## src/rtl/fir_seq_ctrl.sv

```systemverilog
// fir_seq_ctrl: sequencer for a time-multiplexed FP FIR sharing one pipelined ALU
// Ports: clk/rst; in_valid_i/in_ready_o sample handshake; out_valid_o/out_ready_i result
// handshake; cfg_we_i/cfg_addr_i coefficient write, cfg_err_o dropped-write pulse;
// dmem/cmem/regf en/we/addr; alu_en_o pipeline advance, alu_op_o, alu_sel_a_o/alu_sel_b_o; busy_o.
module fir_seq_ctrl #(
  parameter int TAPS = 64,
  parameter int ALU_LAT = 5,
  parameter int AW = 6
) (
  input  logic          clk,
  input  logic          rst,
  input  logic          in_valid_i,
  output logic          in_ready_o,
  output logic          out_valid_o,
  input  logic          out_ready_i,
  input  logic          cfg_we_i,
  input  logic [AW-1:0] cfg_addr_i,
  output logic          cfg_err_o,
  output logic          dmem_en_o,
  output logic          dmem_we_o,
  output logic [AW-1:0] dmem_addr_o,
  output logic          cmem_en_o,
  output logic          cmem_we_o,
  output logic [AW-1:0] cmem_addr_o,
  output logic          regf_en_o,
  output logic          regf_we_o,
  output logic [AW-1:0] regf_addr_o,
  output logic          alu_en_o,
  output logic [1:0]    alu_op_o,
  output logic [1:0]    alu_sel_a_o,
  output logic [1:0]    alu_sel_b_o,
  output logic          busy_o
);
  typedef enum logic [2:0] {IDLE, MUL, MWAIT, ACC, AWAIT, RED, DONE} state_e;
  localparam logic [AW-1:0] T_M1 = AW'(TAPS - 1);
  localparam logic [AW-1:0] LAT = AW'(ALU_LAT);
  localparam logic [AW-1:0] LAT_M1 = AW'(ALU_LAT - 1);
  localparam logic [AW-1:0] TAIL = AW'(TAPS - ALU_LAT - 1);
  localparam logic [AW:0] T_EXT = (AW+1)'(TAPS);
  state_e        state_q;
  logic [AW-1:0] cnt_q, rnd_q, head_q;
  logic [1:0]    op_q, sel_a_q, sel_b_q;
  logic          accept, red_rd, mul_wr, await_wr;
  logic [AW:0]   diff;
  assign in_ready_o  = state_q == IDLE || (state_q == DONE && out_ready_i);
  assign accept      = in_valid_i && in_ready_o;
  assign red_rd      = state_q == RED && cnt_q == '0 && rnd_q != LAT;
  assign diff        = {1'b0, head_q} - {1'b0, cnt_q};
  assign out_valid_o = state_q == DONE;
  assign busy_o      = state_q != IDLE;
  assign alu_en_o    = state_q != IDLE && state_q != DONE;
  assign cfg_err_o   = cfg_we_i && (state_q != IDLE || in_valid_i);
  assign alu_op_o    = op_q;
  assign alu_sel_a_o = sel_a_q;
  assign alu_sel_b_o = sel_b_q;
  // newest-first sample walk: (head - cnt) mod TAPS
  assign dmem_en_o   = accept || state_q == MUL;
  assign dmem_we_o   = accept;
  assign dmem_addr_o = accept ? head_q :
                       state_q == MUL ? (diff[AW] ? AW'(diff + T_EXT) : diff[AW-1:0]) : '0;
  assign cmem_we_o   = state_q == IDLE && cfg_we_i && !in_valid_i;
  assign cmem_en_o   = cmem_we_o || state_q == MUL;
  assign cmem_addr_o = cmem_we_o ? cfg_addr_i : state_q == MUL ? cnt_q : '0;
  // product k lands ALU_LAT+1 cycles after its address cycle; the last ALU_LAT+1 land in MWAIT
  assign mul_wr      = state_q == MUL && cnt_q > LAT;
  assign await_wr    = state_q == AWAIT && cnt_q != '0;
  assign regf_we_o   = mul_wr || state_q == MWAIT || await_wr;
  assign regf_en_o   = regf_we_o || state_q == ACC || red_rd;
  assign regf_addr_o = mul_wr ? cnt_q - LAT - 1'b1 :
                       state_q == MWAIT ? cnt_q + TAIL :
                       state_q == ACC ? cnt_q :
                       await_wr ? cnt_q - 1'b1 :
                       red_rd ? rnd_q : '0;
  always_ff @(posedge clk) begin
    if (rst) begin
      state_q <= IDLE;
      cnt_q   <= '0;
      rnd_q   <= '0;
      head_q  <= '0;
      op_q    <= '0;
      sel_a_q <= '0;
      sel_b_q <= '0;
    end else begin
      op_q    <= state_q == MUL ? 2'b10 : (state_q == ACC || red_rd) ? 2'b11 : 2'b00;
      sel_a_q <= state_q == MUL ? 2'd1 :
                 state_q == ACC ? (cnt_q < LAT ? 2'd0 : 2'd2) :
                 (red_rd && rnd_q != '0) ? 2'd2 : 2'd0;
      sel_b_q <= state_q == MUL ? 2'd1 : (state_q == ACC || red_rd) ? 2'd2 : 2'd0;
      case (state_q)
        IDLE, DONE:
          if (accept) begin
            state_q <= MUL;
            cnt_q   <= '0;
          end else if (state_q == DONE && out_ready_i) state_q <= IDLE;
        MUL:
          if (cnt_q == T_M1) begin
            state_q <= MWAIT;
            cnt_q   <= '0;
            head_q  <= head_q == T_M1 ? '0 : head_q + 1'b1;
          end else cnt_q <= cnt_q + 1'b1;
        MWAIT:
          if (cnt_q == LAT) begin
            state_q <= ACC;
            cnt_q   <= '0;
          end else cnt_q <= cnt_q + 1'b1;
        ACC:
          if (cnt_q == T_M1) begin
            state_q <= AWAIT;
            cnt_q   <= '0;
          end else cnt_q <= cnt_q + 1'b1;
        AWAIT:
          if (cnt_q == LAT) begin
            state_q <= RED;
            cnt_q   <= '0;
            rnd_q   <= '0;
          end else cnt_q <= cnt_q + 1'b1;
        // one extra cycle after the last round lets the final sum reach the ALU output
        RED:
          if (rnd_q == LAT) state_q <= DONE;
          else if (cnt_q == LAT_M1) begin
            cnt_q <= '0;
            rnd_q <= rnd_q + 1'b1;
          end else cnt_q <= cnt_q + 1'b1;
        default: state_q <= IDLE;
      endcase
    end
  end
endmodule
```

## config.mk

```make
export PLATFORM = sky130hd
export DESIGN_NAME = fir_seq_ctrl
export DESIGN_NICKNAME = d
export VERILOG_FILES = /design/src/rtl/fir_seq_ctrl.sv
export SDC_FILE = /design/constraint.sdc
export NUM_CORES = 1
export LEC_CHECK = 0
export BUFFER_PORTS_ARGS = -buffer_cell sky130_fd_sc_hd__buf_4
export CORE_MARGIN = 3
export CORE_UTILIZATION = 50
export CTS_BUF_LIST = sky130_fd_sc_hd__clkbuf_16
export DETAILED_ROUTE_END_ITERATION = 12
export GPL_ROUTABILITY_DRIVEN = 0
export PLACE_DENSITY = 0.85
export SLEW_MARGIN = 30
export SYNTH_ARGS = -nofsm -noshare
export SYNTH_HDL_FRONTEND = slang
export SYNTH_SLANG_ARGS = --single-unit
```

## constraint.sdc

```tcl
create_clock -name clk -period 3.23 [get_ports clk]
set_input_delay 0.646 -clock clk [delete_from_list [all_inputs] [get_ports clk]]
set_output_delay 0.646 -clock clk [all_outputs]
set_load 0.02 [all_outputs]
```

; ---- Yosys cells after proc, flatten, opt, wreduce, memory -nomap -nowiden
; Cells that the tools add are included.
[op_classes]
muxes = 37
magnitude_cmp = 2
eq_ne = 22
add_sub_neg = 9
n_reduce_logical = 36
[ops]
columns = operator, n
row1 = 6-bit two-way mux, 19
row2 = 6-bit by 1-bit adder with 6-bit output (second input constant), 4
row3 = 6-bit one-hot mux with 4 select lines, 1
row4 = 3-bit two-way mux, 7
row5 = 6-bit by 3-bit equality test with 1-bit output (second input constant), 3
row6 = 3-bit one-hot mux with 6 select lines, 1
row7 = 6-bit equality test (second input constant), 2
row8 = 2-bit two-way mux, 6
row9 = 2-bit by 1-bit inequality test with 1-bit output (second input constant), 6
row10 = 6-bit one-hot mux with 2 select lines, 1
row11 = 6-bit nonzero test, 2
row12 = 6-bit by 1-bit subtractor with 6-bit output (second input constant), 2
row13 = 1-bit logical AND, 11
row14 = 3-bit equality test (second input constant), 3
row15 = 1-bit logical OR, 9
row16 = 2-bit OR reduction, 4
row17 = 6-bit by 6-bit subtractor with 7-bit output, 1
row18 = 6-bit adder (second input constant), 1
row19 = 3-bit by 2-bit equality test with 1-bit output (second input constant), 2
row20 = 6-bit by 3-bit > comparator with 1-bit output (second input constant), 1
row21 = 6-bit zero test, 1
row22 = 6-bit by 3-bit less-than comparator with 1-bit output (second input constant), 1
row23 = 3-bit inequality test (second input constant), 2
row24 = 6-bit by 3-bit inequality test with 1-bit output (second input constant), 1
row25 = 13 further kinds, 15
[word_totals]
output_inout_bits = 35
inputBits = 11
reg_bits = 27
elab_cells = 116

; ---- Depth between registers and ports, before layout
; Gate-level depths: netlist (run 1).
[logic_depth]
ltp_word = 8
mapped_depth = 9
mapped_depth_nobuf = 8

; ---- Worst setup path after synthesis (run 1)
; Ideal clock, no wire load.
[synth_path]
path_type = flip-flop to output port
start = reg cnt_q[1]
end = out dmem_addr_o[5]
stages_incl_launch_ff = 8
slack_ps = 605
arrival_time_ps = 1979
t_required_ps = 2584
path_cell_list = dfxtp_1 inv_1 ha_1 nor2b_1 o21a_1 o21ai_0 mux2i_1 a22oi_1
[synth_between]
elab_chain_cells = 5
[synth_lines]
columns = item, line_no
row1 = start: declaration, 41  ; logic [AW-1:0] cnt_q, rnd_q, head_q;
row2 = start signal: assignment, 100  ; end else cnt_q <= cnt_q + 1'b1;
row3 = start signal: assignment, 105  ; end else cnt_q <= cnt_q + 1'b1;
row4 = start signal: assignment, 110  ; end else cnt_q <= cnt_q + 1'b1;
row5 = 6-bit by 6-bit subtractor with 7-bit output (*), 48  ; assign diff = {1'b0, head_q} - {1'b0, cnt_q};
row6 = 6-bit by 1-bit adder with 6-bit output, 60  ; state_q == MUL ? (diff[AW] ? AW'(diff + T_EXT) : diff[AW-1:0]) : '0;
row7 = 6-bit two-way mux (*) (2 in series), 60
row8 = 6-bit two-way mux (*), 59  ; assign dmem_addr_o = accept ? head_q :
row9 = end: declaration, 21  ; output logic [AW-1:0] dmem_addr_o,
; Every way passes the cells marked *; elsewhere a longest branch is shown, timed or not.

; ---- Worst setup path in the final report (run 1)
[layout_path]
start = reg cnt_q[3]
end = out regf_addr_o[3]
[layout_between]
elab_chain_cells = 8
[layout_lines]
columns = item, line_no
row1 = "parallel branches: the longest is 7 deep, another holds 6-bit by 3-bit subtractor with 6-bit output", --
row2 = 6-bit two-way mux (*), 69  ; assign regf_addr_o = mul_wr ? cnt_q - LAT - 1'b1 :
row3 = end: declaration, 27  ; output logic [AW-1:0] regf_addr_o,
; Mark *: on every way between the ends.

==> results.md, run 1 <==
- Status: completed
- Top cells by area, synth: dfxtp_1 22%, ha_1 8.2%, nand2_1 4.7%
- Reg2Reg Setup Slack: 1160 ps
- Setup crit end kind: output pin
- Commonest non-fill, non-tap cell in the layout: buf_4
- Syn Inst Count: 305
- Reg clk slew, reported paths: 70 ps
- Slowest stage cell, crit path: or4b_1
- Placed cells: 388
- Final wirelength: 6.10 mm
- Clk_lat worst skew: 260 ps
- # nets final: 369
- Cell row count: 24
- TritonCTS Sinks: 25
- Syn Nets: 332
- Initial core utilization: 52.3%
- TritonCTS clock tree: yes
- Hold Crit Class: flop to flop
- Least-Margin Pin Slew: 634 ps
- First-pass GRT wire length: 10.1 mm
- Syn avg cell area: 7.52 sq um
- Die area: 5440 sq um
- Synth top area share: 21.8%
- Worst Clk Skew: 3.73 ps
- EDFF count, synth: 0
- Register area share after synthesis: 21.8%
- Pwr Total: 0.000848 W
- Arrival time worst endpoint: 2460 ps
- Die H: 73.7 um
- Leading area contributor after synthesis: dfxtp_1
- Post-DP HPWL: 4.51 mm
- Setup crit start kind: flop
- FF+latch count, synth: 25
- Drt wl/cell: 15.5 um
- Maximum vdd drop: 0.210 mV
- WP data required: 2580 ps
- Max incr delay on CP: 600 ps
- Worst slew margin relative to its limit: 57.7%
- Area growth syn-to-layout: 18.7%
- Antenna Nets Post-Route: 0
- Commonest non-fill, non-tap cells in the layout: 56 x buf_4, 29 x nand2_1, 29 x nor2_1
- Total GRT Usage: 23.4%
- Core Area: 4380 sq um
- Final TNS setup: 0 ps
- Post-synth cell types: 56
- Root Buffer: clkbuf_16
- Cts bufs inserted: 3
- Clock Tree Buf Depth: 2
- Final setup vio count: 0
- Via count: 2396
- Crit path cell chain: or4b_1 -> o211ai_2 -> nand2_1 -> a31oi_1 -> o221ai_1 -> buf_4
- Drt initial violations: 237
- Setup CP Type: flop to output pin
- Fmax: 0.322 GHz
- Vias/cell: 6.10
- Port Buf Inserts: 45
- IO Count: 46
- Antenna diode count: 0
- Post-route minimum period: 3110 ps
- Max H-tree Level: 1
- Cell Pwr Density: 312 nW/um^2
- Global route total overflow: 0
- Endpoints failing hold: 0
- Largest net degree at the start of global routing: 19
- DRT Pass-1 Iters: 5
- Max_cap viols: 0
- Final Cycle Share: 96.2%
- Crit path max fanout: 18
- Yosys warns: 0
- Pleak: 1.14 nW
- Main synth FF type: dfxtp_1
- Fin cells: 393
- Die W: 73.7 um
- Vias in the first global route: 2227
- Hold buffers post-CTS: 0
- DRC: 0
- Post-synth ARST share: 0%
- Netlist Area Pre-Place: 2290 sq um
- Final Max Slew Viols: 0
- Initial antenna violation count: 0
- Fraction of layout cells with a size suffix above 1: 19.9%
-- report_power, final --
part	switching, W	internal [W]	total [W]
Clock	0.000115	0.000166	0.000281
Sequential	0.00000443	0.000313	0.000317
Combinational	0.000146	0.000105	0.000251
Total	0.000265	0.000583	0.000848
-- registers in the layout, indices dropped and copies added, names as in the netlist --
| register | flops |
|---|---|
| cnt_q | 6 |
| head_q | 6 |
| rnd_q | 6 |
| state_q | 3 |
| alu_op_o | 2 |
| alu_sel_a_o | 2 |
-- final cells by class --
cell class                      count  area (sq um)
Fill cell                         392          1660
Multi-Input combinational cell    241          1600
Sequential cell                    25           500
Timing Repair Buffer               56           420
Clock buffer                        3          75.1
Tap cell                           52          65.1
Inverter                           15          56.3
Clock inverter                      1          3.75
-- per-stage QoR --
step	instance area (sq um)	hold WS [ps]	utilization [%]	worst slack, ps
finish	2720	533	62.1	122
global route	2720	574	62.1	-17.7
CTS	2710	530	61.9	145
detailed placement	2630	519	60.1	439
global placement	2630	508	60.1	525
floorplan	2290	489	-	605
-- synthesized netlist by cell type (3+ instances only) --
| master | count |
|---|---|
| nand4_1 | 5 |
| buf_6 | 3 |
| a31oi_1 | 9 |
| a21oi_1 | 15 |
| clkbuf_1 | 11 |
| a22oi_1 | 7 |
| xnor2_1 | 7 |
| nand3_1 | 9 |
| nor2b_1 | 6 |
| inv_1 | 14 |
| nand3b_1 | 6 |
| o211ai_1 | 3 |
| nand2_1 | 29 |
| mux2i_1 | 5 |
| nor3_1 | 6 |
| xor2_1 | 9 |
| nor2_1 | 29 |
| nor4_1 | 3 |
| buf_4 | 6 |
| and2_1 | 7 |
| o21ai_0 | 21 |
| ha_1 | 15 |
| nand2b_1 | 3 |
| dfxtp_1 | 25 |
| or3_1 | 3 |
| and3_1 | 8 |
-- worst max-delay path: cells and delay by family (launching register included) --
| family | cells | cell delay [ps] |
|---|---|---|
| AO/OA/AOI/OAI | 3 | 760 |
| buffers and inverters | 1 | 180 |
| flip-flops | 1 | 510 |
| AND/OR/NAND/NOR | 2 | 740 |
-- final timing paths --
kind                      startpoint                endpoint  cells after the start
max            cnt_q[3]$_SDFFE_PP0P_          regf_addr_o[3]                      6
min reg2reg    cnt_q[1]$_SDFFE_PP0P_   cnt_q[1]$_SDFFE_PP0P_                      2
max reg2reg  state_q[0]$_SDFFE_PP0P_  head_q[3]$_SDFFE_PP0P_                      6
min            cnt_q[1]$_SDFFE_PP0P_   cnt_q[1]$_SDFFE_PP0P_                      2
-- repair_timing --
action | CTS | global route
setup endpoints to repair | 0 | 3
gates resized for setup | 0 | 1
setup buffers | 0 | 1
hold endpoints to repair | 0 | 0
-- kinds of logic after synthesis --
logic type,synth area share [%]
flops,21.8
compound gates,20.9
xor+xnor,6.11
buf+inv,8.46
simple gates,29.5
fa+ha+maj,9.06
mux,4.15
-- layer usage --
layer / vias up / track usage [%] / part of all wire [%]
met3: 13 / 3.42 / 8.6
met1: 1109 / 31.2 / 43
li1: 1158 / - / -
met2: 116 / 37.0 / 46
met4: 0 / 10.9 / 2.5
met5: - / 0 / 0
Note: power is estimated with default switching activity, not from simulation.
==> run 2: changes to the inputs <==
--- a/config.mk
+++ b/config.mk
@@ -11,7 +11,7 @@
 export CTS_BUF_LIST = sky130_fd_sc_hd__clkbuf_16
 export DETAILED_ROUTE_END_ITERATION = 12
 export GPL_ROUTABILITY_DRIVEN = 0
-export PLACE_DENSITY = 0.85
+export PLACE_DENSITY = 0.74
 export SLEW_MARGIN = 30
 export SYNTH_ARGS = -nofsm -noshare
 export SYNTH_HDL_FRONTEND = slang
==> run 2 against run 1 <==
Final cell count shrank 0.25%. First-iteration DRC count decreased by 30%. Sequential share of layout area barely moved. Hold slack better by 15 ps. Critical path type unchanged. Critical endpoint unchanged. Largest power group unchanged.
==> results.md, run 2 (synthesized netlist as in run 1, its figures left out) <==
- Status: completed
- Max incr delay on CP: 590 ps (about the same)
- Die W: 73.7 um (unchanged)
- Initial antenna violation count: 0 (unchanged)
- Max H-tree Level: 1 (unchanged)
- Least-Margin Pin Slew: 576 ps (-58.2 ps)
- Clk_lat worst skew: 260 ps (about the same)
- Final TNS setup: 0 ps (unchanged)
- Clock Tree Buf Depth: 2 (unchanged)
- WP data required: 2580 ps (about the same)
- RR Startpoint: state_q[0]$_SDFFE_PP0P_
- Arrival time worst endpoint: 2420 ps (-40 ps)
- Pre-CTS setup slack: 367 ps (-71.9 ps)
- Hold Crit Class: flop to flop
- Initial core utilization: 52.3% (unchanged)
- Fraction of layout cells with a size suffix above 1: 20.0% (+0.059 points)
- Fmax: 0.327 GHz (+1.5%)
- Final wirelength: 6.34 mm (+4.0%)
- Hold buffers post-CTS: 0 (unchanged)
- # nets final: 368 (-0.27%)
- Maximum vdd drop: 0.204 mV (-2.8%)
- First-pass GRT wire length: 10.2 mm (+0.40%)
- Core Area: 4380 sq um (unchanged)
- Slowest stage cell, crit path: or4b_1
- TritonCTS Sinks: 25 (unchanged)
- Post-DP HPWL: 4.68 mm (+3.7%)
- Drt initial violations: 167 (-30%)
- Final worst setup slack: 168 ps (+45.7 ps)
- Pleak: 1.13 nW (-0.87%)
- Die H: 73.7 um (unchanged)
- TritonCTS clock tree: yes
- Fillers: 426 (+8.7%)
- Worst path top cell family by delay: compound AO/OA/AOI/OAI gates
- Largest net degree at the start of global routing: 19 (unchanged)
- Largest regs: cnt_q x6, head_q x6, rnd_q x6
- Total GRT Usage: 23.7% (+0.26 points)
- Max_cap viols: 0 (unchanged)
- Area growth syn-to-layout: 18.5%
- Post-DP Area: 2630 sq um (-0.29%)
- Pwr Total: 0.000855 W (+0.78%)
- Antenna diode count: 0 (unchanged)
- DRT Pass-1 Iters: 4 (-1)
- Worst path buffer plus inverter count: 1 (unchanged)
- Crit path max fanout: 18 (unchanged)
- IO Count: 46 (unchanged)
- Drt wl/cell: 16.2 um (+4.2%)
- Crit path cell chain: or4b_1 -> o211ai_2 -> nand2_1 -> a31oi_1 -> o221ai_1 -> buf_4
- Root Buffer: clkbuf_16
- Global route total overflow: 0 (unchanged)
- Post-route minimum period: 3060 ps (-45.7 ps)
- Final setup vio count: 0 (unchanged)
- Commonest non-fill, non-tap cell in the layout: buf_4
- Cell row count: 24 (unchanged)
- Cts bufs inserted: 3 (unchanged)
- Critical path origin: cnt_q[3]$_SDFFE_PP0P_
- Cell Pwr Density: 314 nW/um^2 (+0.92%)
- Reg clk slew, reported paths: 70 ps (about the same)
- Vias/cell: 6.00 (-1.5%)
- Via count: 2353 (-1.8%)
- Vias in the first global route: 2121 (-4.8%)
- Port Buf Inserts: 45 (unchanged)
- Endpoints failing hold: 0 (unchanged)
- DRC: 0 (unchanged)
- Setup CP Type: flop to output pin
- Final Cycle Share: 94.8% (-1.4 points)
- Worst slew margin relative to its limit: 61.6% (+3.9 points)
- Die area: 5440 sq um (unchanged)
- Design area: 2720 sq um (-0.14%)
- Commonest non-fill, non-tap cells in the layout: 55 x buf_4, 29 x nand2_1, 29 x nor2_1
- Antenna Nets Post-Route: 0 (unchanged)
- WHS: 549 ps (+15.2 ps)
- Final Max Slew Viols: 0 (unchanged)
- Origin of the worst min-delay path: cnt_q[1]$_SDFFE_PP0P_
- Worst Clk Skew: 3.52 ps (-0.212 ps)
- Setup crit start kind: flop
- Setup crit end kind: output pin
## run 2: worst paths after layout
path                                               to  slack (ps)  depth (start not counted)
worst max register to register  cnt_q[5]$_SDFFE_PP0P_        1010                          8
worst min-delay path            cnt_q[1]$_SDFFE_PP0P_         550                          2
worst max-delay path                   regf_addr_o[3]         170                          6
worst min register to register  cnt_q[1]$_SDFFE_PP0P_         550                          2
## run 2: report_power, final
part           internal (W)  total, W  switching, W
Sequential         0.000313  0.000320    0.00000761
Clock              0.000169  0.000290      0.000121
Combinational      0.000102  0.000245      0.000143
## run 2: per-layer routing
layer  wire length (um)  track usage, %  up-vias
li1                   -               -     1156
met1               2880            32.2     1100
met2               2960            39.2       88
met3                399            2.74        9
met4                 98            6.64        0
met5                  0               0        -
## run 2: area by class of cell
class                      count  area, sq um  share of cell area [%]
tap                           52         65.1                    2.39
inverter                      15         56.3                    2.07
timing repair buffer          55          413                    15.2
sequential                    25          500                    18.4
multi-input combinational    241         1600                    58.9
clock inverter                 1         7.51                   0.276
clock buffer                   3         75.1                    2.76
## run 2: worst reg2reg max path, stage by stage, from the launching register on
cell,delay [ps]
dfxtp_1,530
buf_4,250
nor4_1,90
buf_4,160
a31oi_1,180
o31ai_1,110
buf_4,190
or4b_1,520
a21oi_1,150
## run 2: timing repair
action / 4_1_cts / 5_1_grt
setup buffers: 0 / 1
setup endpoints to repair: 0 / 3
gates resized for setup: 0 / 2
endpoints found under the hold margin: 0 / 0
## run 2: metrics by stage
| step | util, % | std cells |
|---|---|---|
| after detailed placement | 59.9 | 387 |
| final | 62.0 | 392 |
| after global placement | 59.9 | 387 |
| after CTS | 61.8 | 391 |
| after floorplan | - | 305 |
| after global routing | 62.0 | 392 |
==> run 3: changes to the inputs <==
--- a/config.mk
+++ b/config.mk
@@ -11,7 +11,9 @@
 export CTS_BUF_LIST = sky130_fd_sc_hd__clkbuf_16
 export DETAILED_ROUTE_END_ITERATION = 12
 export GPL_ROUTABILITY_DRIVEN = 0
+export MAX_ROUTING_LAYER = met4
 export PLACE_DENSITY = 0.74
+export RECOVER_POWER = 100
 export SLEW_MARGIN = 30
 export SYNTH_ARGS = -nofsm -noshare
 export SYNTH_HDL_FRONTEND = slang
==> run 3 against run 2 <==
First-iteration DRC count fell by 3.0%. Cell area fell by 5.1%. Clock power barely moved. Largest power group unchanged. Largest cell class unchanged. Count of clock-buffer cells in the layout did not move. Clock skew rose by 0.65 ps. Power fell by 2.6%. Register-to-register slack got worse by 600 ps. Final cell count did not move. Critical path type unchanged. Sequential power barely moved. Utilization fell by 3.2 points.
==> results.md, run 3 (synthesized netlist as in run 1, its figures left out) <==
- Status: completed
- Area growth syn-to-layout: 12.5%
- Least-Margin Pin Slew: 1360 ps (+784 ps)
- Reg2Reg Setup Slack: 410 ps (-600 ps)
- Max H-tree Level: 1 (unchanged)
- Area of the multi-input gates: 1580 sq um (-1.3%)
- Antenna Nets Post-Route: 0 (unchanged)
- Global route total overflow: 0 (unchanged)
- Antenna diode count: 0 (unchanged)
- Hold buffers post-CTS: 0 (unchanged)
- Vias in the first global route: 2117 (-0.19%)
- Final worst setup slack: 125 ps (-42.5 ps)
- Worst path buffer plus inverter count: 2 (+1)
- Final wirelength: 6.32 mm (-0.39%)
- Pre-CTS setup slack: 367 ps (unchanged)
- Reg clk slew, reported paths: 70 ps (about the same)
- Vias/cell: 5.97 (-0.47%)
- First-pass GRT wire length: 10.2 mm (unchanged)
- Core Area: 4380 sq um (unchanged)
- Pleak: 1.01 nW (-11%)
- WHS: 546 ps (-2.35 ps)
- TritonCTS Sinks: 25 (unchanged)
- IO Count: 46 (unchanged)
- Root Buffer: clkbuf_16
- Setup CP Type: flop to output pin
- Worst path depth: 8 (+2)
- Largest net degree at the start of global routing: 19 (unchanged)
- Cts bufs inserted: 3 (unchanged)
- DRC: 0 (unchanged)
- Placed cells: 387 (unchanged)
- Fraction of layout cells with a size suffix above 1: 11.2% (-8.8 points)
- Fin util: 58.8% (-3.2 points)
- Largest regs: cnt_q x6, head_q x6, rnd_q x6
- Slowest stage cell, crit path: dfxtp_1
- Clock Tree Buf Depth: 2 (unchanged)
- WHS Path Cells: 2 (unchanged)
- Die area: 5440 sq um (unchanged)
- Initial core utilization: 52.3% (unchanged)
- Arrival time worst endpoint: 2460 ps (+40 ps)
- Crit path cell chain: inv_1 -> ha_1 -> nor3b_1 -> o211ai_2 -> o211ai_1 -> o21ai_0 -> o211ai_1 -> clkbuf_2
- Fmax: 0.322 GHz (-1.4%)
- Initial antenna violation count: 0 (unchanged)
- Fin cells: 392 (unchanged)
- Crit path top cell by count: o211ai_1
- FF-to-FF End: state_q[0]$_SDFFE_PP0P_
- Commonest non-fill, non-tap cells in the layout: 29 x nand2_1, 29 x nor2_1, 27 x clkbuf_1
- Worst path top cell family by delay: compound AO/OA/AOI/OAI gates
- Fillers: 459 (+7.7%)
- TritonCTS clock tree: yes
- Hold Path Sink: cnt_q[1]$_SDFFE_PP0P_
- Final Cycle Share: 96.1% (+1.3 points)
- Worst Clk Skew: 4.16 ps (+0.648 ps)
- Total GRT Usage: 24.4% (+0.71 points)
- Max_cap viols: 0 (unchanged)
- R2R depth: 6 (-2)
- Post-DP HPWL: 4.68 mm (unchanged)
- Drt initial violations: 162 (-3.0%)
- Die H: 73.7 um (unchanged)
- Max incr delay on CP: 500 ps (-90 ps)
- Setup crit start kind: flop
- Endpoints failing hold: 0 (unchanged)
- Register area: 500 sq um (unchanged)
- Worst slew margin relative to its limit: 8.03% (-54 points)
- RR Startpoint: cnt_q[5]$_SDFFE_PP0P_
- Crit path max fanout: 12 (-6)
- Setup crit end kind: output pin
- WP data required: 2580 ps (about the same)
- # nets final: 368 (unchanged)
- Via count: 2342 (-0.47%)
- Die W: 73.7 um (unchanged)
- Pwr Total: 0.000833 W (-2.6%)
- Hold Crit Class: flop to flop
- Final setup vio count: 0 (unchanged)
- Origin of the worst min-delay path: cnt_q[1]$_SDFFE_PP0P_
- Drt wl/cell: 16.1 um (-0.39%)
- Maximum vdd drop: 0.202 mV (-1.2%)
- Post-route minimum period: 3100 ps (+42.5 ps)
- Port Buf Inserts: 45 (unchanged)
- Clk_lat worst skew: 260 ps (about the same)
- DRT Pass-1 Iters: 4 (unchanged)
- Cell row count: 24 (unchanged)
- Final Max Slew Viols: 0 (unchanged)
- Cell Pwr Density: 323 nW/um^2 (+2.6%)
## run 3: cell types whose count changed in the layout (fill, tap and decap cells not counted), moves of 2 or more
cell      delta
and2_0       +2
and2_1       -2
buf_4       -34
clkbuf_1    +27
clkbuf_2     +7
## run 3: final cells by class
type	count	share of cell area [%]
inverter	15	2.18
clock buffer	3	2.91
timing repair buffer	55	11.4
tap	52	2.52
sequential	25	19.4
clock inverter	1	0.291
multi-input combinational	241	61.3
## run 3: per-stage QoR
stage,cell area [sq um],setup TNS [ps]
3_5_place_dp,2630,0
2_1_floorplan,2290,0
6_report,2580,0
4_1_cts,2710,0
3_3_place_gp,2630,0
5_1_grt,2580,-44.5
## run 3: timing repair
| action | 4_1_cts | 5_1_grt |
|---|---|---|
| endpoints found under the setup margin | 0 | 3 |
| resized for setup | 0 | 2 |
| hold endpoints to repair | 0 | 0 |
| buffers inserted | 0 | 1 |
## run 3: report_power, final
part / internal, W / switching, W
clock: 0.000169 / 0.000122
sequential: 0.000313 / 0.00000731
combinational: 0.0000804 / 0.000142
## run 3: metal layers
layer  track usage, %  wire [um]
met1             32.5       2870
met5                -          0
met4             6.64         96
met3             2.60        430
met2             39.1       2920
## run 3: worst max path at each step
stage                     slack (ps)             end                   from
after floorplan                  600  dmem_addr_o[5]  cnt_q[1]$_SDFFE_PP0P_
after global placement           500  dmem_addr_o[5]  cnt_q[1]$_SDFFE_PP0P_
after detailed placement         370  dmem_addr_o[5]  cnt_q[1]$_SDFFE_PP0P_
after CTS                         70  dmem_addr_o[5]  cnt_q[1]$_SDFFE_PP0P_
after global routing             -40  regf_addr_o[5]  cnt_q[1]$_SDFFE_PP0P_
final                            130  regf_addr_o[5]  cnt_q[0]$_SDFFE_PP0P_
## run 3: worst reg2reg max path: stages (launching register included)
cell      delay (ps)
dfxtp_1          340
clkbuf_2         260
nor4b_1         1190
a31oi_1          190
mux4_2           520
mux2i_1          160
nor2_1            50
